$ cat src/rtl/spi_arbiter_pkg.sv
// spi_arbiter_pkg: shared types and defaults for the SPI master arbiter.
// State encoding, requester ids, timing defaults, round-robin picker.
package spi_arbiter_pkg;

  typedef enum logic [2:0] {
    ST_IDLE,
    ST_SETUP,
    ST_START,
    ST_XFER,
    ST_HOLD,
    ST_LOCKED
  } state_e;

  localparam int REQ_CPU    = 0;
  localparam int REQ_ENGINE = 1;

  localparam int CS_SETUP_DEF  = 2;
  localparam int CS_HOLD_DEF   = 2;
  localparam int START_TMO_DEF = 255;

  // Index of the winner; on contention the one that did not go last.
  function automatic logic rr_pick(
    input logic [1:0] req,
    input logic       last
  );
    if (req == 2'b11) return ~last;
    return req[1];
  endfunction

endpackage

$ cat src/rtl/spi_arbiter.sv
// spi_arbiter: shares one SPI master between a CPU (0) and an engine (1).
// Ports: raw_clk/reset_n; req/req_width16/req_lock/req_tx0/req_tx1 from
// requesters; done/err/rx_data/grant/cs_n back to them; spi_start/
// spi_width16/spi_tx to the master; spi_busy/spi_rx from the master.
module spi_arbiter
  import spi_arbiter_pkg::*;
#(
  parameter int CS_SETUP  = CS_SETUP_DEF,
  parameter int CS_HOLD   = CS_HOLD_DEF,
  parameter int START_TMO = START_TMO_DEF
) (
  input  logic        raw_clk,
  input  logic        reset_n,
  input  logic [1:0]  req,
  input  logic [1:0]  req_width16,
  input  logic [1:0]  req_lock,
  input  logic [15:0] req_tx0,
  input  logic [15:0] req_tx1,
  output logic [1:0]  done,
  output logic        err,
  output logic [7:0]  rx_data,
  output logic [1:0]  grant,
  output logic [1:0]  cs_n,
  output logic        spi_start,
  output logic        spi_width16,
  output logic [15:0] spi_tx,
  input  logic        spi_busy,
  input  logic [7:0]  spi_rx
);

  state_e      state_q, state_d;
  logic [7:0]  cnt_q, cnt_d;
  logic [1:0]  grant_q, grant_d;
  logic [1:0]  cs_n_q, cs_n_d;
  logic        start_q, start_d;
  logic        w16_q, w16_d;
  logic [15:0] tx_q, tx_d;
  logic [7:0]  rx_q, rx_d;
  logic [1:0]  done_q, done_d;
  logic        err_q, err_d;
  logic        lock_q, lock_d;
  logic        last_q, last_d;

  logic        owner;
  logic        pick;
  logic        cnt_one;
  logic        tmo_hit;
  logic [15:0] tx_pick;
  logic [15:0] tx_own;

  assign owner   = grant_q[1];
  assign pick    = rr_pick(req, last_q);
  assign cnt_one = (cnt_q == 8'd1);
  // cnt counts START cycles already spent without busy
  assign tmo_hit = (cnt_q == 8'(START_TMO - 1));
  assign tx_pick = pick ? req_tx1 : req_tx0;
  assign tx_own  = owner ? req_tx1 : req_tx0;

  always_ff @(posedge raw_clk or negedge reset_n) begin
    if (!reset_n) begin
      state_q <= ST_IDLE;
      cnt_q   <= 8'd0;
      grant_q <= 2'b00;
      cs_n_q  <= 2'b11;
      start_q <= 1'b0;
      w16_q   <= 1'b0;
      tx_q    <= 16'd0;
      rx_q    <= 8'd0;
      done_q  <= 2'b00;
      err_q   <= 1'b0;
      lock_q  <= 1'b0;
      last_q  <= 1'b1;
    end else begin
      state_q <= state_d;
      cnt_q   <= cnt_d;
      grant_q <= grant_d;
      cs_n_q  <= cs_n_d;
      start_q <= start_d;
      w16_q   <= w16_d;
      tx_q    <= tx_d;
      rx_q    <= rx_d;
      done_q  <= done_d;
      err_q   <= err_d;
      lock_q  <= lock_d;
      last_q  <= last_d;
    end
  end

  always_comb begin
    state_d = state_q;
    unique case (state_q)
      ST_IDLE:
        if (|req) state_d = ST_SETUP;
      ST_SETUP:
        if (cnt_one) state_d = ST_START;
      ST_START:
        if (spi_busy) state_d = ST_XFER;
        else if (tmo_hit) state_d = ST_IDLE;
      ST_XFER:
        if (!spi_busy) state_d = ST_HOLD;
      ST_HOLD:
        if (cnt_one) state_d = lock_q ? ST_LOCKED : ST_IDLE;
      ST_LOCKED:
        if (req[owner]) state_d = ST_START;
      default:
        state_d = ST_IDLE;
    endcase
  end

  always_comb begin
    cnt_d   = cnt_q;
    grant_d = grant_q;
    cs_n_d  = cs_n_q;
    start_d = start_q;
    w16_d   = w16_q;
    tx_d    = tx_q;
    rx_d    = rx_q;
    done_d  = 2'b00;
    err_d   = 1'b0;
    lock_d  = lock_q;
    last_d  = last_q;
    unique case (state_q)
      ST_IDLE:
        if (|req) begin
          grant_d = pick ? 2'b10 : 2'b01;
          cs_n_d  = pick ? 2'b01 : 2'b10;
          tx_d    = tx_pick;
          w16_d   = req_width16[pick];
          lock_d  = req_lock[pick];
          cnt_d   = 8'(CS_SETUP);
        end
      ST_SETUP:
        if (cnt_one) begin
          start_d = 1'b1;
          cnt_d   = 8'd0;
        end else begin
          cnt_d = cnt_q - 8'd1;
        end
      ST_START:
        if (spi_busy) begin
          start_d = 1'b0;
        end else if (tmo_hit) begin
          start_d       = 1'b0;
          cs_n_d        = 2'b11;
          grant_d       = 2'b00;
          done_d[owner] = 1'b1;
          err_d         = 1'b1;
          lock_d        = 1'b0;
        end else begin
          cnt_d = cnt_q + 8'd1;
        end
      ST_XFER:
        if (!spi_busy) begin
          rx_d  = spi_rx;
          cnt_d = 8'(CS_HOLD);
        end
      ST_HOLD:
        if (cnt_one) begin
          done_d[owner] = 1'b1;
          last_d        = owner;
          if (!lock_q) begin
            cs_n_d  = 2'b11;
            grant_d = 2'b00;
          end
        end else begin
          cnt_d = cnt_q - 8'd1;
        end
      ST_LOCKED:
        // burst continuation: cs already low, skip setup
        if (req[owner]) begin
          tx_d    = tx_own;
          w16_d   = req_width16[owner];
          lock_d  = req_lock[owner];
          start_d = 1'b1;
          cnt_d   = 8'd0;
        end
      default: begin
        cs_n_d  = 2'b11;
        grant_d = 2'b00;
        start_d = 1'b0;
      end
    endcase
  end

  assign done        = done_q;
  assign err         = err_q;
  assign rx_data     = rx_q;
  assign grant       = grant_q;
  assign cs_n        = cs_n_q;
  assign spi_start   = start_q;
  assign spi_width16 = w16_q;
  assign spi_tx      = tx_q;

endmodule

$ cat config.mk
export PLATFORM = sky130hd
export DESIGN_NAME = spi_arbiter
export DESIGN_NICKNAME = d
export VERILOG_FILES = /design/src/rtl/spi_arbiter_pkg.sv /design/src/rtl/spi_arbiter.sv
export SDC_FILE = /design/constraint.sdc
export NUM_CORES = 1
export LEC_CHECK = 0
export CORE_ASPECT_RATIO = 0.8
export CORE_UTILIZATION = 50
export CTS_CLUSTER_DIAMETER = 50
export DETAILED_ROUTE_END_ITERATION = 12
export PLACE_DENSITY = 0.84
export REMOVE_ABC_BUFFERS = 1
export SETUP_SLACK_MARGIN = 0.5
export SYNTH_ARGS = -nofsm -noshare
export SYNTH_HDL_FRONTEND = slang
export SYNTH_SLANG_ARGS = --single-unit
export TNS_END_PERCENT = 1
$ cat constraint.sdc
create_clock -name raw_clk -period 4.9 [get_ports raw_clk]
set_input_delay 0.49 -clock raw_clk [delete_from_list [all_inputs] [get_ports raw_clk]]
set_output_delay 0.49 -clock raw_clk [all_outputs]
set_load 0.05 [all_outputs]
After elaboration in Yosys (flattened, before gate mapping)

Index checks and enable logic that the tools add are counted.

Bits in registers: 46
Bits in latches: 0
RAM bits: 0
Memory bits (read-only): 0
Input port bits: 49
Output and inout bits: 33
Logic and storage cells: 126
Memories kept: 0

Add/subtract/negate cells: 2
Multipliers: 0
Div/mod/pow operators: 0
$lt $le $gt $ge: 3
Eq/ne operators: 19
Shift-type cells: 0
Multiplexer cells: 70
Bitwise operators: 4
Reduce and logical (&&, ||, !) cells: 16

Operators by type and width:

| operator                                             | count |
|---|---|
| two-way mux 16 bit                                   | 4 |
| two-way mux 8 bit                                    | 7 |
| case mux 8 bit (6 select lines)                      | 1 |
| case mux 16 bit (2 select lines)                     | 1 |
| two-way mux 2 bit                                    | 15 |
| two-way mux 1 bit                                    | 26 |
| two-way mux 3 bit                                    | 8 |
| inequality test 2 bit (second input constant)        | 10 |
| case mux 3 bit (6 select lines)                      | 1 |
| case mux 2 bit (4 select lines)                      | 2 |
| AND reduction 6 bit                                  | 2 |
| adder 8 x 1 -> 8 bit (second input constant)         | 1 |
| equality test 8 x 1 -> 1 bit (second input constant) | 1 |
| equality test 8 bit (second input constant)          | 1 |
| subtractor 8 x 1 -> 8 bit (second input constant)    | 1 |
| AND reduction 7 bit                                  | 1 |
| equality test 3 x 2 -> 1 bit (second input constant) | 2 |
| equality test 3 bit (second input constant)          | 2 |
| nonzero test 6 bit                                   | 1 |
| OR reduction 3 bit                                   | 2 |
| AND reduction 5 bit                                  | 1 |
| < comparator 1 x 2 -> 1 bit (second input constant)  | 2 |
| NOT 1 bit                                            | 4 |
| case mux 1 bit (4 select lines)                      | 1 |
| 16 further kinds                                     | 17 |

Longest topological paths before layout

Depth after elaboration: 7
Depth in mapped cells: 8
Depth with buffers taken out: 7

Worst setup path before layout

No wires, ideal clock.

Kind: register to register
From: reg cnt_q[1]
To: reg cs_n_q[0] (netlist: cs_n[0])
Library setup time: 0.082 ns
Arrival time: 1.978 ns
Path slack: 2.840 ns
Stages on the path, launching flop included: 8
Buffers on the path: 0
Clock period less this slack: 2.060 ns
Cell sequence: dfrtp_1 inv_1 ha_1 nor4b_4 nand2_4 or2_0 a311oi_2 mux2_4

Cells in the longest elaborated chain, start to end: 3
Elaborated cells on any way between the ends: 5

RTL lines:

| what                                                                       | line                                 | source |
|---|---|---|
| start, declared                                                            | spi_arbiter.sv:32                    | `logic [7:0] cnt_q, cnt_d;` |
| start signal, assigned                                                     | spi_arbiter.sv:75                    | `cnt_q <= cnt_d;` |
| equality test 8 bit / equality test 8 x 1 -> 1 bit (equally long branches) | spi_arbiter.sv:55, spi_arbiter.sv:53 |  |
| inequality test 2 bit (no line)                                            | n/a                                  |  |
| AND reduction 6 bit (no line) *                                            | n/a                                  |  |
| end signal, assigned                                                       | spi_arbiter.sv:77                    | `cs_n_q <= cs_n_d;` |
| end, declared                                                              | spi_arbiter.sv:34                    | `logic [1:0] cs_n_q, cs_n_d;` |

Mark *: on every way between the ends. The rest lies on a longest branch, timed or not.
A chain may end at the register's enable or synchronous reset.

Worst setup path after layout

From: reg state_q[0]
To: reg lock_q

Cells in the longest elaborated chain, start to end: 3
Elaborated cells on any way between the ends: 10

RTL lines:

| what                                                                         | line               | source |
|---|---|---|
| start, declared                                                              | spi_arbiter.sv:31  | `state_e state_q, state_d;` |
| start signal, assigned                                                       | spi_arbiter.sv:74  | `state_q <= state_d;` |
| equality test 3 x 2 -> 1 bit (tied with other cells)                         | spi_arbiter.sv:122 | `unique case (state_q)` |
| inequality test 2 bit (no line) / nonzero test 3 bit (equally long branches) | n/a                |  |
| AND reduction 5 bit (no line)                                                | n/a                |  |
| end signal, assigned                                                         | spi_arbiter.sv:84  | `lock_q <= lock_d;` |
| end, declared                                                                | spi_arbiter.sv:41  | `logic lock_q, lock_d;` |

Parallel ways exist; a longest one is shown, timed or not.

==> impl_metrics.yaml <==
final_layout:
  antenna_cells: 0
  area_growth_pct: 35.1
  drive_gt1_share_pct: 9.94
  final.fill_count: 378
  nets: 394
logic_synthesis:
  yosysTopAreaCell: "dfrtp_1"
  ys_top_cells_by_count: "dfrtp_1 (43), nor2_1 (41), a21oi_1 (24), mux2i_1 (19), o21ai_0 (13)"
  syn_area_mm2: 0.00264
  synth_most_common_cell: "dfrtp_1"
  seq_area_frac_synth_pct: 43.8
  ys.flop_type: "dfrtp_1"
  synth.distinct_cells: 57
  ys_top_cells_by_area: "dfrtp_1 (41%), mux2i_1 (7.2%), nor2_1 (5.8%), a21oi_1 (4.6%), mux2_2 (4.3%)"
  yosys_register_bits: 46
  synthCells: 269
  async_reset_ff_share_pct: 100
  syn_avg_cell_area_um2: 9.80
  yosysWarnings: 0
  yosysTopAreaCellShare_pct: 40.8
  synth_edf_count: 0
clocking:
  cts.path.max_buffers: 2
  path_clk_slew_ns: 0.09
  post_cts_buffers: 0
  numCtsBuffers: 5
  cts_root_buf: "clkbuf_8"
  cts_tree: "built"
  cts_hold_buf: 0
  cts_max_level: 2
  clock_sinks: 46
  ctsResizeCount: 0
  clk_latency_ns: 0.31
timing:
  fin_skew_ns: 0.0101
  min_period_ns: 2.94
  fin_ws_ns: 1.96
  fin_tns_setup_ns: 0
  relSlewSlack_pct: 27.6
  fin_crit_sh_pct: 59.9
  fmax_mhz: 341
  setup_viol_count_final: 0
  rsz0062_at_grt: "false"
  finalHoldViolations: 0
  finalMaxSlewViolations: 0
  worstMarginPinSlew_ns: 1.09
detailed_routing:
  routedWlPerCell_um: 16.5
  num_vias: 2406
  first_iter_violations: 185
  first_pass_iters: 4
  antenna_left: 0
  vias_per_cell: 5.96
  drt_drc_violations_left: 0
  routed_wl_mm: 6.68
die:
  initial_core_util_pct: 52.3
  core_area_mm2: 0.00504
  rows: 23
  pin_count: 82
  die-area_mm2: 0.00557
  fp.dieW_um: 83.2
  fp.dieH_um: 66.9
global_routing:
  grt_max_degree: 47
  track_usage_pct: 24.9
  overflow: 0
  grt_pass1_vias: 2227
  grt_pass1_wl_mm: 10.8
  grt_antenna_before_repair: 0
power:
  power.density_mw_per_mm2: 765
  vdd_drop_max_v: 0.000421
  power_leakage_nw: 1.47
worst_setup_path:
  endpoint_kind: "flip-flop"
  cp-start-kind: "flip-flop"
  critical_path_class: "reg2reg"
  cp_max_fo: 35
  cp.arrival_ns: 3.14
  cp_data_required_time_ns: 5.10
place:
  portBuffers: 81
  place_hpwl_mm: 4.85
  dp_slack_ns: 1.84
  place_congestion: 0.915
worst_hold_path:
  hold_path_class: "in2async"
job:
  cap_violations: 0
outcome:
  outcome: "finished clean"
## cells by family (layout without fill, tap and decap cells)
kind of cell	after synthesis	after routing	synth area share [%]
and+or+nand+nor	83	83	16.0
AOI/OAI and AO/OA	78	78	20.0
DFF	46	46	43.8
muxes	31	31	12.6
buffers and inverters	26	99	5.37
adders and majority gates	4	4	1.90
xor gates and xnor gates	1	1	0.332
## layout by cell type, fill, tap and decap left out, types with 4 or more instances in the layout
master and instances:
o21ai_0 13, o31ai_1 5, a21oi_1 24, nand3_1 7, nand2_1 6, mux2_2 10
dfrtp_1 43, nor3_1 5, clkbuf_8 6, nor2_1 41, mux2i_1 19, clkdlybuf4s50_1 80
inv_1 8, ha_1 4
## final timing paths
path | from | to | slack (ns) | depth (start not counted)
max | state_q[0] | lock_q | 1.96 | 5
min | reset_n | err | 0.36 | 1
max reg2reg | state_q[0] | lock_q | 1.96 | 5
min reg2reg | last_q | last_q | 0.51 | 2
max in group asynchronous | reset_n | rx_data[2] | 3.91 | 1
min in group raw_clk | last_q | last_q | 0.51 | 2
## metal layers
layer	global-route usage [%]	vias up	share of wire, %
li1	-	1133	-
met1	33.3	1143	43
met2	39.3	112	48
met3	4.96	18	6.6
met4	11.2	0	2.8
met5	0	-	0
## critical path, stage by stage, from the launching register on
cell and delay, ns:
dfrtp_1 0.79, nor4_1 0.21, a311oi_1 0.50, and2_1 0.93
nor2_1 0.09, mux2_2 0.30
## cell type report
type                            instances  area, µm²  area share [%]
Clock buffer                            6       82.6            2.32
Clock inverter                          2       60.1            1.69
Inverter                                9       33.8           0.949
Multi-Input combinational cell        197       1340            37.6
Sequential cell                        46       1150            32.4
Tap cell                               62       77.6            2.18
Timing Repair Buffer                   82        813            22.8
## stage by stage
step | hold slack [ns] | cells | utilization [%] | cell area, µm² | total power, W
3_3_place_gp | 0.476 | 396 | 67.9 | 3420 | 0.00233
6_report | 0.358 | 404 | 70.7 | 3560 | 0.00272
4_1_cts | 0.382 | 404 | 70.7 | 3560 | 0.00273
2_1_floorplan | 0.194 | 252 | - | 2530 | 0.00186
3_5_place_dp | 0.488 | 396 | 67.9 | 3420 | 0.00237
5_1_grt | 0.432 | 404 | 70.7 | 3560 | 0.00290
## registers in the layout, summed over array words and instances (netlist names)
signal       cells
cnt_q            8
cs_n             2
done             2
err              1
grant            2
last_q           1
lock_q           1
rx_data          8
spi_start        1
spi_tx          16
spi_width16      1
state_q          3
## where the power goes
part	total [W]	internal, W	leakage, nW	switching (W)
registers	0.000760	0.000558	0.549	0.000203
clock network	0.000350	0.000218	0.0714	0.000133
logic	0.00161	0.000608	0.847	0.00100
total	0.00272	0.00138	1.47	0.00134
(Power assumes the default switching activity.)
==> variant 1: new RTL, config.mk and constraints unchanged <==
Make the reset (`reset_n`) synchronous in one clocked block.
--- a/src/rtl/spi_arbiter.sv
+++ b/src/rtl/spi_arbiter.sv
@@ -58,3 +58,3 @@
 
-  always_ff @(posedge raw_clk or negedge reset_n) begin
+  always_ff @(posedge raw_clk) begin
     if (!reset_n) begin
Check against the original RTL: differs if reset_n is asserted again (counterexample within 4 cycles, from zero or initial values and one cycle with reset_n low); with reset_n held inactive, the same outputs for 10 cycles.
==> variant 1 against the original RTL <==
- routed wire length is 5.9% higher
- synthesized area stayed put
- register-to-register slack better by 340 ps
- highest routed layer unchanged
- sequential cell count stayed put
- critical path type is now primary input to flop
- sequential share of layout area is 6.1 points lower
- hold slack better by 99 ps
- design area is 1.8% lower
- critical endpoint is now cs_n[1]
- setup slack better by 280 ps
- clock power is 20% lower
- power is 22% lower
==> variant 1: results (changes against the original RTL) <==
| Metric | Value |
|---|---|
| Gr usage total | `24.5% (was 24.9%)` |
| Post-Synth XOR/XNOR Area | `0% (was 0.332%)` |
| Share of cells above drive strength 1 | `3.86% (was 9.94%)` |
| Met2 wire length | `3310 um (was 3180 um)` |
| Total Routed Length | `7080 um (was 6680 um)` |
| Arrival time worst endpoint | `2840 ps (was 3140 ps)` |
| Max layer used | `met4 (unchanged)` |
| Mux cell area share after synthesis | `8.02% (was 12.6%)` |
| Clock Pin Slew Worst Setup and Hold Paths | `90 ps (about the same)` |
| Clock group total power | `279 uW (was 350 uW)` |
| Family with the most delay on the worst path | `buffers and inverters (was simple AND/OR/NAND/NOR gates)` |
| Initial antenna violation count | `0 (unchanged)` |
| DRT iter0 DRCs | `342 (was 185)` |
| Ys async rst share | `0% (was 100%)` |
| Setup Skew | `5.21 ps (was 10.1 ps)` |
| DR WL met3 | `561 um (was 439 um)` |
| CTS root buf | `clkbuf_8 (unchanged)` |
| Pwr top | `combinational cells (unchanged)` |
| Sequential power | `654 uW (was 760 uW)` |
| Post-detail-place hpwl | `5130 um (was 4850 um)` |
| Post-synthesis compound-gate area fraction | `25.7% (was 20.0%)` |
| Largest net degree at the start of global routing | `36 (was 47)` |
| R2r worst-path depth | `5 (unchanged)` |
| First-pass GRT wire length | `11000 um (was 10800 um)` |
| Postcts setup bufs | `0 (unchanged)` |
| Outcome | `completed (unchanged)` |
| Top post-synthesis cells by count | `46 x dfxtp_1, 38 x nand2_1, 37 x nor2_1 (was 43 x dfrtp_1, 41 x nor2_1, 24 x a21oi_1)` |
| Slew headroom | `21.7% (was 27.6%)` |
| Sequential fraction of the synthesis area | `34.9% (was 43.8%)` |
| Synth Warn # | `0 (unchanged)` |
| Yosys cell types | `61 (was 57)` |
| Peak supply drop | `0.414 mV (was 0.421 mV)` |
| Vias in the first global route | `2292 (was 2227)` |
| Worst skew pair latency | `290 ps (was 310 ps)` |
| Diodes inserted | `0 (unchanged)` |
| Slowest-stage cell, CP | `clkinv_1 (was and2_1)` |
| Global placer's final weighted congestion | `0.907 (was 0.915)` |
| Met2 Use GR | `38.7% (was 39.3%)` |
| CTS Buf Count | `5 (unchanged)` |
| Cell Int Power | `1080 uW (was 1380 uW)` |
| Global Route met1 Usage | `34.3% (was 33.3%)` |
| Max reg flops | `16 (unchanged)` |
| Filler instances | `431 (was 378)` |
| Resized Gates After CTS | `0 (unchanged)` |
| Drt pass-1 iters | `5 (was 4)` |
| Fin nets | `441 (was 394)` |
| Final setup viols | `0 (unchanged)` |
| CTS Buffer Depth | `2 (unchanged)` |
| Post-Synth Adder-Cell Area | `1.90% (unchanged)` |
| HP Class | `flop to flop (was primary input to async pin)` |
| Synth top area cells | `dfxtp_1 35%, mux2i_1 7.6%, a211oi_1 5.4% (was dfrtp_1 41%, mux2i_1 7.2%, nor2_1 5.8%)` |
| Pleak | `0.00132 uW (was 0.00147 uW)` |
| Post-Route M1 WL | `3170 um (was 2880 um)` |
| Hold path cells | `2` |
| Overall via count from detail_route | `2680 (was 2406)` |
| Pwr Density | `609 nW/um^2 (was 765 nW/um^2)` |
[variant 1: cell types whose count changed after synthesis, sizes merged, moves of 9 or more]
cell,before,now
mux2,11,1
a211oi,3,19
dfxtp,0,46
dfrtp,43,0
clkbuf,4,13
nand2,7,38
[variant 1: logic make-up (layout without fill, tap and decap cells)]
group | count (synthesis) | after routing
buffers and inverters | 34 | 97
adder cells (fa/ha/maj) | 4 | 4
multiplexers | 21 | 21
flip-flops | 46 | 46
AND/OR/NAND/NOR | 124 | 124
AO/OA/AOI/OAI | 97 | 97
[variant 1: final cells by class]
| type | instances | area, um^2 | share of cell area [%] |
|---|---|---|---|
| multi-input combinational | 246 | 1550 | 44.3 |
| clock inverter | 2 | 37.5 | 1.07 |
| inverter | 8 | 30.0 | 0.859 |
| tap | 62 | 77.6 | 2.22 |
| timing repair buffer | 81 | 811 | 23.2 |
| clock buffer | 6 | 72.6 | 2.08 |
| sequential | 46 | 921 | 26.3 |
[variant 1: path summary, 6_finish.rpt]
check / startpoint / end / slack (ps)
max: reset_n / cs_n[1] / 2250
min: rx_data[7] / rx_data[7] / 460
max reg2reg: state_q[0] / spi_tx[7] / 2300
min reg2reg: rx_data[7] / rx_data[7] / 460
[variant 1: per-stage QoR]
| step | cell area, um^2 | cells | setup slack [ps] | utilization, % |
|---|---|---|---|---|
| 2_1_floorplan | 2500 | 300 | 2760 | - |
| 3_3_place_gp | 3390 | 443 | 2050 | 67.3 |
| 3_5_place_dp | 3390 | 443 | 1970 | 67.3 |
| 4_1_cts | 3500 | 451 | 2280 | 69.4 |
| 5_1_grt | 3500 | 451 | 1940 | 69.4 |
| 6_report | 3500 | 451 | 2250 | 69.4 |
==> variant 2: new RTL, same settings <==
Made on the original files. Encoding of `state_e`: now one-hot (6 bits for 6 states).
--- a/src/rtl/spi_arbiter_pkg.sv
+++ b/src/rtl/spi_arbiter_pkg.sv
@@ -4,9 +4,9 @@
 
-  typedef enum logic [2:0] {
-    ST_IDLE,
-    ST_SETUP,
-    ST_START,
-    ST_XFER,
-    ST_HOLD,
-    ST_LOCKED
+  typedef enum logic [5:0] {
+    ST_IDLE   = 6'b000001,
+    ST_SETUP  = 6'b000010,
+    ST_START  = 6'b000100,
+    ST_XFER   = 6'b001000,
+    ST_HOLD   = 6'b010000,
+    ST_LOCKED = 6'b100000
   } state_e;
Formal check against the unedited RTL: no difference found for any inputs over 10 cycles, from zero or initial values and one cycle with reset_n low; not proved beyond that.
==> variant 2 against the original RTL <==
- critical endpoint is now spi_tx[12]
- combinational power decreased by 9.9%
- sequential cell count increased by 3
- synthesized area increased by 4.8%
- count of clock-buffer cells in the layout increased by 1
- power decreased by 9.0%
- cell count decreased by 2.5%
- design area increased by 3.5%
- hold slack improved by 38 ps
- clock power decreased by 15%
- setup slack improved by 270 ps
- routed wire length increased by 2.1%
- critical path depth increased by 1
==> variant 2: results (changes against the original RTL) <==
| Metric | Value |
|---|---|
| Outcome | `completed (unchanged)` |
| CLK BUF | `7 (was 6)` |
| Met2 Use GR | `35.9% (was 39.3%)` |
| Fraction of area in multi-input gates | `39.0% (was 37.6%)` |
| Final-layout non-clock buffer area share | `21.9% (was 22.8%)` |
| Top post-synthesis cells by count | `45 x dfrtp_1, 37 x mux2_2, 21 x nand2_1 (was 43 x dfrtp_1, 41 x nor2_1, 24 x a21oi_1)` |
| Slew headroom | `27.1% (was 27.6%)` |
| DR vias/cell | `6.03 (was 5.96)` |
| Share of cells above drive strength 1 | `18.7% (was 9.94%)` |
| Seq cells | `49 (was 46)` |
| Slowest-stage cell, CP | `or3_1 (was and2_1)` |
| Gr usage total | `24.4% (was 24.9%)` |
| Clock-cell share | `3.16% (was 4.01%)` |
| CP max stage delay | `540 ps (was 930 ps)` |
| Yosys cell types | `55 (was 57)` |
| Setup Skew | `4.39 ps (was 10.1 ps)` |
| R2r worst-path depth | `6 (was 5)` |
| Vias in the first global route | `2184 (was 2227)` |
| Arrival time worst endpoint | `2850 ps (was 3140 ps)` |
| Worst r2r src | `state_q[3] (was state_q[0])` |
| Non-clock buffers | `81 (was 82)` |
| Largest net degree at the start of global routing | `50 (was 47)` |
| Reg-to-Reg End | `spi_tx[12] (was lock_q)` |
| Drt pass-1 iters | `5 (was 4)` |
| Pleak | `0.00150 uW (was 0.00147 uW)` |
| Post-Place Worst Slack | `2120 ps (was 1840 ps)` |
| GR Util met3 | `7.24% (was 4.96%)` |
| Peak supply drop | `0.382 mV (was 0.421 mV)` |
| Post-detail-place hpwl | `5020 um (was 4850 um)` |
| Global Route met1 Usage | `35.2% (was 33.3%)` |
| Avg WL per Cell | `17.3 um (was 16.5 um)` |
| Sequential fraction of the synthesis area | `44.6% (was 43.8%)` |
| Non-clk invs | `5 (was 9)` |
==> variant 2: cell types whose count changed after synthesis, moves of 4 or more <==
cell / unedited run / this run
nand2_1: 6 / 21
mux2_2: 10 / 37
buf_2: 7 / 1
mux2i_1: 19 / 2
nor2_1: 41 / 11
mux2_1: 0 / 7
clkbuf_1: 3 / 7
a21oi_1: 24 / 7
==> variant 2: metal layers <==
| metal | routed length [um] | vias up |
|---|---|---|
| li1 | - | 1094 |
| met1 | 3000 | 1142 |
| met2 | 3090 | 124 |
| met3 | 635 | 14 |
| met4 | 94 | 0 |
| met5 | 0 | - |
==> variant 2: metrics by stage <==
stage / util, % / instance area, um^2 / instances
floorplan: - / 2690 / 243
global placement: 69.3 / 3570 / 386
detailed placement: 69.3 / 3570 / 386
CTS: 71.6 / 3690 / 394
global route: 71.6 / 3690 / 394
finish: 71.6 / 3690 / 394
==> variant 2: power groups by stage <==
stage          Combinational [uW]  Sequential [uW]  Clock (uW)
3_3_place_gp                 1410              725           0
2_1_floorplan                 587             1120           0
4_1_cts                      1440              729         304
6_report                     1450              734         298
5_1_grt                      1540              760         323
3_5_place_dp                 1430              732           0
==> variant 2: cells by family (layout without fill, tap and decap cells) <==
family	count (synthesis)	in the layout	share of synthesized area [%]
fa+ha+maj	5	5	2.17
simple gates	83	83	17.1
flops	49	49	44.6
compound gates	55	55	14.0
mux	46	46	18.7
buf+inv	17	94	3.44
==> variant 2: worst max path at each step <==
stage	startpoint	to	slack, ps	cells past startpoint
2_1_floorplan	state_q[3]	cnt_q[4]	2590	6
3_3_place_gp	req[1]	cnt_q[7]	2210	7
3_5_place_dp	req[1]	cnt_q[7]	2120	7
4_1_cts	state_q[3]	spi_tx[12]	2260	6
5_1_grt	state_q[3]	spi_tx[7]	2080	6
6_report	state_q[3]	spi_tx[12]	2230	6
